--- config.mk ---
export PLATFORM = sky130hd
export DESIGN_NAME = fixed_point_divider_seq
export DESIGN_NICKNAME = d
export VERILOG_FILES = /design/src/rtl/fixed_point_divider_seq_pkg.sv /design/src/rtl/fixed_point_unpack.sv /design/src/rtl/fixed_point_divider_seq.sv
export SDC_FILE = /design/constraint.sdc
export NUM_CORES = 1
export LEC_CHECK = 0
export ABC_AREA = 1
export CORE_MARGIN = 8
export CORE_UTILIZATION = 30
export CTS_BUF_LIST = sky130_fd_sc_hd__clkbuf_8
export CTS_CLUSTER_DIAMETER = 60
export DETAILED_ROUTE_END_ITERATION = 6
export GPL_TIMING_DRIVEN = 0
export PLACE_DENSITY = 0.57
export SYNTH_ARGS = -nofsm -noshare
export SYNTH_HDL_FRONTEND = slang
export SYNTH_SLANG_ARGS = --single-unit
--- constraint.sdc ---
create_clock -name clk -period 4.15 [get_ports clk]
set_clock_uncertainty 0.1 [all_clocks]
set_input_delay 1.245 -clock clk [delete_from_list [all_inputs] [get_ports clk]]
set_output_delay 1.245 -clock clk [all_outputs]
set_load 0.005 [all_outputs]
--- src/rtl/fixed_point_divider_seq_pkg.sv ---
// Shared widths, FSM encoding and operand-alignment helper for the
// fixed-point arithmetic blocks (word = {sf[2:0], mant[12:0]}).
package fixed_point_divider_seq_pkg;

  localparam int WORD_W   = 16;
  localparam int SF_W     = 3;
  localparam int MANT_W   = 13;
  localparam int DIV_ITER = 28;
  localparam int NUM_W    = DIV_ITER;
  localparam int ITER_W   = 5;
  localparam int SHIFT_W  = 4;

  typedef enum logic [1:0] {
    ST_IDLE = 2'd0,
    ST_CALC = 2'd1,
    ST_DONE = 2'd2
  } state_e;

  // Numerator pre-shift so that the raw quotient lands on scale max(sa, sb).
  function automatic logic [SHIFT_W-1:0] num_shift(input logic [SF_W-1:0] sa,
                                                    input logic [SF_W-1:0] sb);
    if (sa >= sb) begin
      return {1'b0, sb};
    end
    return {sb, 1'b0} - {1'b0, sa};
  endfunction

endpackage

--- src/rtl/fixed_point_unpack.sv ---
// Splits a fixed-point word into scale factor, sign-extended mantissa,
// sign and magnitude. Magnitude is 13-bit unsigned so -4096 maps to 4096.
module fixed_point_unpack
  import fixed_point_divider_seq_pkg::*;
(
  input  logic [WORD_W-1:0] word,
  output logic [SF_W-1:0]   sf,
  output logic [WORD_W-1:0] mant_ext,
  output logic              neg,
  output logic [MANT_W-1:0] mag
);

  // Pure field decode; no state.
  always_comb begin
    sf       = word[WORD_W-1:MANT_W];
    neg      = word[MANT_W-1];
    mant_ext = {{SF_W{word[MANT_W-1]}}, word[MANT_W-1:0]};
    mag      = word[MANT_W-1] ? (~word[MANT_W-1:0] + 1'b1) : word[MANT_W-1:0];
  end

endmodule

--- src/rtl/fixed_point_divider_seq.sv ---
// Sequential fixed-point divider: one restoring-division step per cycle.
//
// state   | meaning
// --------+-------------------------------------------------------------
// IDLE    | waiting for start; operands sampled on the start edge
// CALC    | 28 restoring steps, MSB first; iter_q counts down to 0
// DONE    | one-cycle done pulse; quotient/flags already registered
module fixed_point_divider_seq
  import fixed_point_divider_seq_pkg::*;
(
  input  logic              clk,
  input  logic              rst,
  input  logic              start,
  input  logic [WORD_W-1:0] dividend,
  input  logic [WORD_W-1:0] divisor,
  output logic [WORD_W-1:0] quotient,
  output logic              busy,
  output logic              done,
  output logic              overflow,
  output logic              div_by_zero
);

  logic [SF_W-1:0]   sf_a, sf_b;
  logic [WORD_W-1:0] ext_a, ext_b;
  logic              neg_a, neg_b;
  logic [MANT_W-1:0] mag_a, mag_b;

  fixed_point_unpack u_unpack_a (.word(dividend), .sf(sf_a), .mant_ext(ext_a), .neg(neg_a), .mag(mag_a));
  fixed_point_unpack u_unpack_b (.word(divisor),  .sf(sf_b), .mant_ext(ext_b), .neg(neg_b), .mag(mag_b));

  state_e            state_q, state_d;
  logic [ITER_W-1:0] iter_q, iter_d;
  logic [NUM_W-1:0]  num_q, num_d;
  logic [MANT_W-1:0] rem_q, rem_d;
  logic [MANT_W-1:0] den_q, den_d;
  logic              neg_q, neg_d;
  logic [SF_W-1:0]   sf_q, sf_d;
  logic [WORD_W-1:0] quo_q, quo_d;
  logic              ovf_q, ovf_d;
  logic              dbz_q, dbz_d;
  logic              busy_q, busy_d;
  logic              done_q, done_d;

  logic [SF_W-1:0]    sf_max;
  logic [SHIFT_W-1:0] k;
  logic [MANT_W:0]    trial, diff;
  logic               take;
  logic [MANT_W-1:0]  rem_step;
  logic [NUM_W-1:0]   num_step;
  logic [NUM_W:0]     s_full;
  logic               ovf_calc;

  // One restoring step plus signed result/overflow of the final step.
  always_comb begin
    sf_max   = (sf_a >= sf_b) ? sf_a : sf_b;
    k        = num_shift(sf_a, sf_b);
    trial    = {rem_q, num_q[NUM_W-1]};
    diff     = trial - {1'b0, den_q};
    take     = (trial >= {1'b0, den_q});
    rem_step = take ? diff[MANT_W-1:0] : trial[MANT_W-1:0];
    num_step = {num_q[NUM_W-2:0], take};
    s_full   = neg_q ? (~{1'b0, num_step} + 1'b1) : {1'b0, num_step};
    ovf_calc = neg_q ? (num_step > NUM_W'(4096)) : (num_step > NUM_W'(4095));
  end

  // Next-state and datapath update.
  always_comb begin
    state_d = state_q;
    iter_d  = iter_q;
    num_d   = num_q;
    rem_d   = rem_q;
    den_d   = den_q;
    neg_d   = neg_q;
    sf_d    = sf_q;
    quo_d   = quo_q;
    ovf_d   = ovf_q;
    dbz_d   = dbz_q;
    case (state_q)
      ST_IDLE: begin
        if (start) begin
          sf_d  = sf_max;
          // A zero dividend gives a non-negative zero regardless of signs.
          neg_d = (neg_a ^ neg_b) & (ext_a != '0);
          num_d = NUM_W'(mag_a) << k;
          den_d = mag_b;
          rem_d = '0;
          if (ext_b == '0) begin
            state_d = ST_DONE;
            quo_d   = {sf_max, {MANT_W{1'b0}}};
            ovf_d   = 1'b0;
            dbz_d   = 1'b1;
          end else begin
            state_d = ST_CALC;
            iter_d  = ITER_W'(DIV_ITER - 1);
          end
        end
      end
      ST_CALC: begin
        num_d = num_step;
        rem_d = rem_step;
        if (iter_q == '0) begin
          state_d = ST_DONE;
          quo_d   = {sf_q, s_full[MANT_W-1:0]};
          ovf_d   = ovf_calc;
          dbz_d   = 1'b0;
        end else begin
          iter_d = iter_q - 1'b1;
        end
      end
      ST_DONE: state_d = ST_IDLE;
      default: state_d = ST_IDLE;
    endcase
    busy_d = (state_d != ST_IDLE);
    done_d = (state_d == ST_DONE);
  end

  // All state and registered outputs.
  always_ff @(posedge clk or posedge rst) begin
    if (rst) begin
      state_q <= ST_IDLE;
      iter_q  <= '0;
      num_q   <= '0;
      rem_q   <= '0;
      den_q   <= '0;
      neg_q   <= 1'b0;
      sf_q    <= '0;
      quo_q   <= '0;
      ovf_q   <= 1'b0;
      dbz_q   <= 1'b0;
      busy_q  <= 1'b0;
      done_q  <= 1'b0;
    end else begin
      state_q <= state_d;
      iter_q  <= iter_d;
      num_q   <= num_d;
      rem_q   <= rem_d;
      den_q   <= den_d;
      neg_q   <= neg_d;
      sf_q    <= sf_d;
      quo_q   <= quo_d;
      ovf_q   <= ovf_d;
      dbz_q   <= dbz_d;
      busy_q  <= busy_d;
      done_q  <= done_d;
    end
  end

  assign quotient    = quo_q;
  assign overflow    = ovf_q;
  assign div_by_zero = dbz_q;
  assign busy        = busy_q;
  assign done        = done_q;

endmodule

Yosys cells after proc, flatten, opt, wreduce, memory -nomap -nowiden
Cells that the tools add are included.

$add $sub $neg: 6. Magnitude comparators: 4. Equality and inequality tests: 7. Shifts and indexed selects: 1. Muxes and demuxes: 33. Bitwise operators: 5. Reduce and logical (&&, ||, !) cells: 10.

Operator list (number): $mux 13 (5); $pmux 28 s2 (1); $mux 16 (3); $add 13x1->13 const B (3); $not 13->13 (3); $pmux 16 s2 (1); $gt 28x12->1 const B (1); $gt 28x13->1 const B (1); $mux 28 (1); $shl 13x4->28 (1); $pmux 13 s2 (1); $logic_not 16->1 (1); $reduce_bool 16->1 (1); $mux 5 (3); $ge 14x13->1 (1); $sub 13x13->13 (1); $ne 2x2->1 const B (5); $pmux 5 s2 (1); $mux 1 (8); $mux 4 (2); $reduce_and 4->1 (2); $mux 2 (3); $logic_not 5->1 (1); $sub 5x1->5 const B (1); 12 further kinds (15).

Flip-flop bits (word level): 85. Input bits: 35. Output and inout port bits: 20. Logic and storage cells: 78.

Logic depth before layout (Yosys ltp)
Depth in word-level cells: 6. Depth in mapped cells: 18. Gate-level depth less buffers: 18.

Cells and area by module
A second synthesis with hierarchy kept.

Cell total of the unflattened synthesis: 956. Area total of the unflattened synthesis: 6705.2 µm².

Modules (own cells, without submodules): fixed_point_divider_seq (instances 1, cells an instance 794, area each 5734.2 µm², sequential area each 2127.0 µm²); fixed_point_unpack (instances 2, cells an instance 81, area each 485.5 µm², sequential area each 0.0 µm²).

Least setup slack after synthesis
Ideal clock, no wire load.

Path kind: in2reg. From: input divisor[15]. To: register num_q[16]. Setup time: 0.113 ns. Data arrival time: 2.814 ns. Data required time: 3.937 ns. Slack: 1.123 ns. Cell stages on the path: 12. Cell sequence: inv_1 > ha_1 > a21oi_4 > nand3_4 > buf_6 > o21ai_4 > buf_6 > nand3_1 > nand3_1 > nand3_1 > nand2_1 > inv_1.

Longest elaborated chain between the ends: 6. Elaborated cells on any way between the ends: 8.

Ends and longest elaborated chain: start: declaration (line fixed_point_divider_seq.sv:15) `input logic [WORD_W-1:0] divisor,`; $ge 3x3->1 (line fixed_point_divider_seq_pkg.sv:22) `if (sa >= sb) begin`; $mux 1 (line fixed_point_divider_seq_pkg.sv:22); $mux 4 * (line fixed_point_divider_seq_pkg.sv:25) `return {sb, 1'b0} - {1'b0, sa};`; $shl 13x4->28 * (line fixed_point_divider_seq.sv:84) `num_d = NUM_W'(mag_a) << k;`; $mux 28 * (line fixed_point_divider_seq.sv:80) `if (start) begin`; $pmux 28 s2 * (line fixed_point_divider_seq.sv:78) `case (state_q)`; end signal: assignment (line fixed_point_divider_seq.sv:135) `num_q <= num_d;`; end: declaration (line fixed_point_divider_seq.sv:33) `logic [NUM_W-1:0] num_q, num_d;`.

Mark *: on every way between the ends. The rest lies on a longest branch, timed or not. The select of a mux whose other input is x is not followed. A chain may end at the register's enable or synchronous reset.

Final worst setup path
From: input divisor[15]. To: register num_q[22].

The elaborated chain is that of the path after synthesis.

==> summary.md <==
| Metric | Value |
|---|---|
| Final Routed Wirelength | 17600 um |
| Layout area overhead | 17.2% |
| Fin crit period | 3.58 ns |
| Dominant combinational cell family by area after synthesis | simple AND/OR/NAND/NOR gates |
| Die height | 159 um |
| Post-Layout Inst Area | 0.00719 mm^2 |
| Net count, final | 990 |
| Switching fraction of total power | 49.5% |
| FMAX | 279 MHz |
| Internal power contribution | 2510 uW |
| Area after detailed placement | 0.00703 mm^2 |
| Arithmetic-cell share of the synthesized area counting full adders, half adders and majority gates | 5.34% |
| TritonCTS clock tree | done |
| Input/output buffers | 53 |
| Die Area | 0.0253 mm^2 |
| Wire length of the first global-routing pass | 29800 um |
| Maximum fanout encountered on the critical timing path | 10 |
| Number of global-route vias before repair | 5694 |
| Setup repair after global routing missed its margin | false |
| Slew Viols, Final | 0 |
| Drc violations | 0 |
| Worst stage delay on the critical path | 0.52 ns |
| Final Cycle Share | 86.3% |
| Peak supply drop | 197 uV |
| Count of synthesis-stage warnings from yosys | 0 |
| Diode insertion count for antenna repair | 0 |
| Row Count | 52 |
| Number of endpoints with negative hold slack in the final report | 0 |
| Critical-path cell with the highest stage delay | clkdlybuf4s50_1 |
| Worst endpoint required time | 4.32 ns |
| Maximum clock path buffer count | 2 |
| Post-CTS Hold Buffers | 0 |
| GRT Total Usage | 14.1% |
| Maximum number of pins on one net before global-route repair | 56 |
| Run status | complete, no violations |
| Clock slew at reported path FFs | 0.08 ns |
| Post-synthesis cell type count | 44 |
| Critical path type | input pin to flop |
| Post-placement worst setup slack | 0.182 ns |
| Worst slew slack as a fraction of its limit | 51.3% |
| Cts repair resizes | 0 |
| Crit-path cells | clkdlybuf4s50_1 > inv_1 > ha_1 > a21oi_4 > nand3_4 > buf_6 > nor3_4 > nand2_1 > inv_1 > nand3_1 > o221ai_1 |
| Flip-flop and latch count after synthesis | 85 |
| Share of flip-flops with an asynchronous set or reset after synthesis | 100% |
| Area occupied by multi-input gates | 0.00342 mm^2 |
| Setup bufs post-CTS | 0 |
| Power density normalized to cell area | 690 mW/mm^2 |
| Number of antenna-violating nets in the routed design | 0 |
| Xor and xnor fraction of the mapped netlist area | 3.57% |
| Synthesized area divided by synthesized cell count | 7.09 um^2 |
| Cells after Synth | 865 |
| Clock buffers created by TritonCTS | 9 |
| Fraction of final layout cells sized beyond drive strength 1 | 6.12% |
| Setup WS post-layout | 0.568 ns |
| Sink count of the clock tree | 85 |
| Final setup violation count | 0 |
| Worst Path Buf+Inv | 4 |
| Critical path launch point type | input pin |
| Vias | 5779 |
| Cell repeated most along the worst path | inv_1 |
| Number of DRC markers in iteration 0 | 380 |
| Register cell area after layout | 0.00213 mm^2 |
| Critical Path Sink Type | flop |
| Part of the total power dissipated in the clock network | 10.5% |
| Post-synthesis instance area | 0.00613 mm^2 |
| Mapped Nets | 925 |
| Post-synthesis compound-gate area fraction | 14.3% |
| Max-cap violations | 0 |
| Slew at the pin closest to its max-slew limit | 0.730 ns |
| WL/cell | 14.6 um |
| Leakage power | 0.00348 uW |
| Router iterations before antenna repair | 5 |
| Detail-routed via count per cell | 4.81 |
| Clock latency reported for the late side of the worst-skew pair | 0.36 ns |
| Htree depth | 3 |
| Min-Delay Path Class | flop to flop |
| Routability congestion estimate | 0.855 |
| Top_reg_cell synth | dfrtp_1 |
| Post-synth EDFFs | 0 |
| Relative contribution of combinational cells to total power | 60.6% |
| Category of cells accounting for the largest share of critical-path delay | buffers and inverters |
| P_sw | 2450 uW |
| Total gr overflow | 0 |
| Fillers | 2188 |
| Die X-Extent | 159 um |
| I/O pin count | 55 |
| Clock root cell | clkbuf_8 |
| Antenna violations before repair | 0 |
| Initial core utilization | 30.4% |
| Synthesized-area fraction occupied by and/or/nand/nor cells | 32.5% |
| Proportion of synthesized chip area in sequential cells | 34.7% |
| Core Region | 0.0202 mm^2 |
| Commonest cells after routing, fill and taps aside | 215 x nand2_1, 116 x nand3_1, 102 x inv_1 |
| Half-perimeter wire length after placement | 14000 um |
| Reg power frac | 28.9% |
| Most frequent standard cell in the layout excluding fill and tap cells | nand2_1 |
| Setup TNS | 0 ns |
| Arrival time of the worst setup path | 3.75 ns |
| Share of synthesized area spent on multiplexers | 0% |
cell usage after synthesis, drive strengths merged (2+ instances only):
| cell | number | area [um^2] |
|---|---|---|
| a21o | 3 | 22.5 |
| a21oi | 43 | 226 |
| a22oi | 8 | 60.1 |
| a31o | 2 | 17.5 |
| a31oi | 2 | 12.5 |
| buf | 12 | 113 |
| clkbuf | 16 | 60.1 |
| dfrtp | 85 | 2130 |
| fa | 2 | 40.0 |
| ha | 23 | 288 |
| inv | 108 | 410 |
| nand2 | 219 | 832 |
| nand3 | 124 | 668 |
| nand4 | 16 | 100 |
| nor2 | 63 | 256 |
| nor3 | 10 | 72.6 |
| nor4 | 5 | 31.3 |
| o211ai | 4 | 30.0 |
| o21ai | 72 | 375 |
| o221ai | 8 | 70.1 |
| o22ai | 3 | 18.8 |
| o31ai | 5 | 37.5 |
| or2 | 3 | 18.8 |
| xnor2 | 8 | 70.1 |
| xor2 | 17 | 149 |
kinds of logic (layout without fill, tap and decap cells):
group,count (synthesis),after routing
buffers and inverters,137,204
xor gates and xnor gates,25,25
AOI/OAI and AO/OA,151,151
adders and majority gates,25,25
and+or+nand+nor,442,442
DFF,85,85
registers in the layout (all words and copies together) (netlist names):
name and flops:
rem_q 13, neg_q 1, busy 1, state_q 2, den_q 13, div_by_zero 1, num_q 28, done 1
sf_q 3, quotient 16, overflow 1, iter_q 5
layer usage:
layer	share of wire, %	vias to the layer above	GRT usage (%)
li1	-	3005	-
met1	53	2648	20.8
met2	43	107	21.0
met3	2.5	19	1.55
met4	2.1	0	4.55
met5	0	-	0
worst register-to-register path, cell delays in order, from the launching register on:
cell,delay [ns]
dfrtp_1,0.40
ha_1,0.36
or2_1,0.27
nand3_1,0.09
nand2_1,0.14
nand2_1,0.10
inv_1,0.05
nor2_2,0.19
nand2_2,0.18
inv_2,0.14
ha_1,0.20
nand4_1,0.13
nor3_1,0.28
nand3_1,0.16
nand2_1,0.10
xor2_1,0.14
o21ai_0,0.08
power by group through the flow:
stage	Sequential, uW	Clock [uW]	Combinational, uW
2_1_floorplan	1370	0	2200
3_3_place_gp	1440	0	2980
3_5_place_dp	1440	0	3010
4_1_cts	1430	534	3020
5_1_grt	1480	569	3450
6_report	1430	521	3010
cell type report:
class,count,area share [%]
sequential,85,29.6
buffer,28,2.40
timing repair buffer,54,7.77
clock buffer,10,1.92
multi-input combinational,643,47.6
tap,270,4.70
inverter,109,5.80
clock inverter,3,0.226
worst paths after layout:
check                                         from                  endpoint  slack (ns)  depth (start not counted)
hold reg to reg            quotient[1]$_DFFE_PP0P_   quotient[1]$_DFFE_PP0P_        0.39                          2
setup / recovery                       divisor[15]     num_q[22]$_DFFE_PP0P_        0.57                         11
hold / removal             quotient[1]$_DFFE_PP0P_   quotient[1]$_DFFE_PP0P_        0.39                          2
min in group asynchronous                      rst   div_by_zero$_DFFE_PP0P_        1.13                          2
setup reg to reg              rem_q[2]$_DFFE_PP0P_  quotient[12]$_DFFE_PP0P_        0.93                         16
max in group asynchronous                      rst      den_q[0]$_DFFE_PP0P_        2.20                          3
stage by stage:
| stage | hold slack (ns) | util, % | total power, uW | std cells |
|---|---|---|---|---|
| after floorplan | 0.353 | - | 3570 | 865 |
| after global placement | 0.368 | 34.7 | 4420 | 1188 |
| after detailed placement | 0.370 | 34.9 | 4460 | 1189 |
| after CTS | 0.391 | 35.6 | 4990 | 1202 |
| after global routing | 0.422 | 35.6 | 5500 | 1202 |
| final | 0.385 | 35.6 | 4960 | 1202 |
No activity file was read; power rests on OpenSTA's default activity.
==> RTL edit (config.mk and constraints unchanged) <==
The output `done` loses its register stage (`done_q` becomes a continuous assignment).
--- a/src/rtl/fixed_point_divider_seq.sv
+++ b/src/rtl/fixed_point_divider_seq.sv
@@ -128,7 +128,6 @@
       ovf_q   <= 1'b0;
       dbz_q   <= 1'b0;
       busy_q  <= 1'b0;
-      done_q  <= 1'b0;
     end else begin
       state_q <= state_d;
       iter_q  <= iter_d;
@@ -141,9 +140,10 @@
       ovf_q   <= ovf_d;
       dbz_q   <= dbz_d;
       busy_q  <= busy_d;
-      done_q  <= done_d;
     end
   end
+
+  assign done_q = done_d;
 
   assign quotient    = quo_q;
   assign overflow    = ovf_q;
Behaviour: not the same (a bounded check fails within 4 cycles, from zero or initial values and one cycle with rst high).
==> RTL edit against the original RTL <==
First-iteration DRC count shrank 8.4%. Area after synthesis shrank 0.41%. Cell count is 1.7% higher. Setup slack got worse by 0.50 ns. Total power up 1.6%. Design area increased by 2.9%. Sequential cell count is 1 lower. Wire length increased by 0.34%.
==> RTL edit: results (changes against the original RTL) <==
| Metric | Value |
|---|---|
| Result of the run | finished clean (unchanged) |
| Worst reg2reg startpoint | num_q[27] (was rem_q[2]) |
| Wire length of the first global-routing pass | 28900 um (was 29750 um) |
| Number of inserted filler cells in the final layout | 2171 (was 2188) |
| WL met1 | 8923 um (was 9228 um) |
| Worst Hold Margin | 0.3875 ns (was 0.3852 ns) |
| DR vias/cell | 4.894 (was 4.808) |
| End point of the most critical hold path | quotient[11] (was quotient[1]) |
| Met3 wire length | 750 um (was 447 um) |
| Post-detailed-placement cell area | 7007 um2 (was 7032 um2) |
| Adder-cell area share of the yosys netlist | 5.367% (was 5.345%) |
| Final nets | 1009 (was 990) |
| Worst reg2reg path depth | 18 (was 16) |
| Total number of yosys warnings | 0 (unchanged) |
| Worst setup path endpoint | den_q[10] (was num_q[22]) |
| Slowest-stage cell, CP | sky130_fd_sc_hd__buf_4 (was sky130_fd_sc_hd__clkdlybuf4s50_1) |
| Area overhead of the layout relative to synthesis | 21.08% (was 17.16%) |
| Setup slack, reg-to-reg | 0.96 ns (was 0.93 ns) |
| Worst Setup Slack post-DPL | -0.7170 ns (was 0.1815 ns) |
| Global-route track usage on met1 | 20.78% (was 20.81%) |
| Maximum fanout encountered on the critical timing path | 2 (was 10) |
| Part of the Yosys area used for sequential elements | 34.41% (was 34.68%) |
| Xor/xnor cell area share of the yosys netlist | 3.585% (was 3.570%) |
| Cell leakage power | 0.003617 uW (was 0.003479 uW) |
| Ratio of cells with drive above 1 in the final layout | 10.19% (was 6.116%) |
| CP peak stage delay | 0.19 ns (was 0.52 ns) |
| Placed insts | 1188 (was 1189) |
| Vias in the first global route | 5544 (was 5694) |
| Global router's overall resource usage | 14.42% (was 14.11%) |
| Placer congestion estimate | 0.8694 (was 0.8547) |
| CP arrival | 4.20 ns (was 3.75 ns) |
| Actual transition at the worst max-transition pin | 0.7089 ns (was 0.7299 ns) |
| Estimated wirelength of the detail-placed design | 13910 um (was 13950 um) |
| Cell count after synthesis | 864 (was 865) |
| Worst IR drop on VDD | 253.6 uV (was 196.7 uV) |
| Initial DRC Count | 348 (was 380) |
| Compound-cell area share of the yosys netlist | 14.40% (was 14.34%) |
| Critical path launch point | divisor[1] (was divisor[15]) |
| Period Utilization, post-route | 98.25% (was 86.32%) |
| Main area contributors after synthesis | sky130_fd_sc_hd__dfrtp_1 (34%), sky130_fd_sc_hd__nand2_1 (13%), sky130_fd_sc_hd__nand3_1 (9.5%) (was sky130_fd_sc_hd__dfrtp_1 (35%), sky130_fd_sc_hd__nand2_1 (13%), sky130_fd_sc_hd__nand3_1 (9.5%)) |
| Startpoint of the worst hold path | quotient[11] (was quotient[1]) |
| GR Util met2 | 21.83% (was 21.02%) |
| Final routed wirelength across all metal layers | 17620 um (was 17560 um) |
| Routed via count | 5980 (was 5779) |
| Routed wire length on met2 | 7643 um (was 7517 um) |
## RTL edit: cell types whose count changed in the layout (fill, tap and decap cells not counted), sizes merged
cell / before / now
buf: 13 / 35
clkdlybuf4s50: 53 / 44
clkbuf: 26 / 30
dlymetal6s2s: 0 / 4
bufinv: 0 / 1
clkinvlp: 1 / 0
dfrtp: 85 / 84
## RTL edit: power breakdown
part | switching, uW | internal, uW | leakage, uW
Clock | 290 | 302 | 0.000102
Combinational | 1910 | 1120 | 0.00246
Sequential | 260 | 1160 | 0.00106
## RTL edit: what timing repair did
| item | CTS | global route |
|---|---|---|
| setup buffers | 18 | 3 |
| resized for setup | 15 | 23 |
| endpoints found under the setup margin | 1 | 3 |
| pin swaps | 3 | 8 |
## RTL edit: final cells by class
type / count / share of cell area [%]
inverters: 109 / 5.634
plain buffers: 27 / 2.284
clock inverters: 3 / 0.5244
repair buffers: 75 / 9.474
flip-flops and latches: 84 / 28.42
multi-input cells: 643 / 47.05
clock buffers: 11 / 2.047
well taps: 270 / 4.568
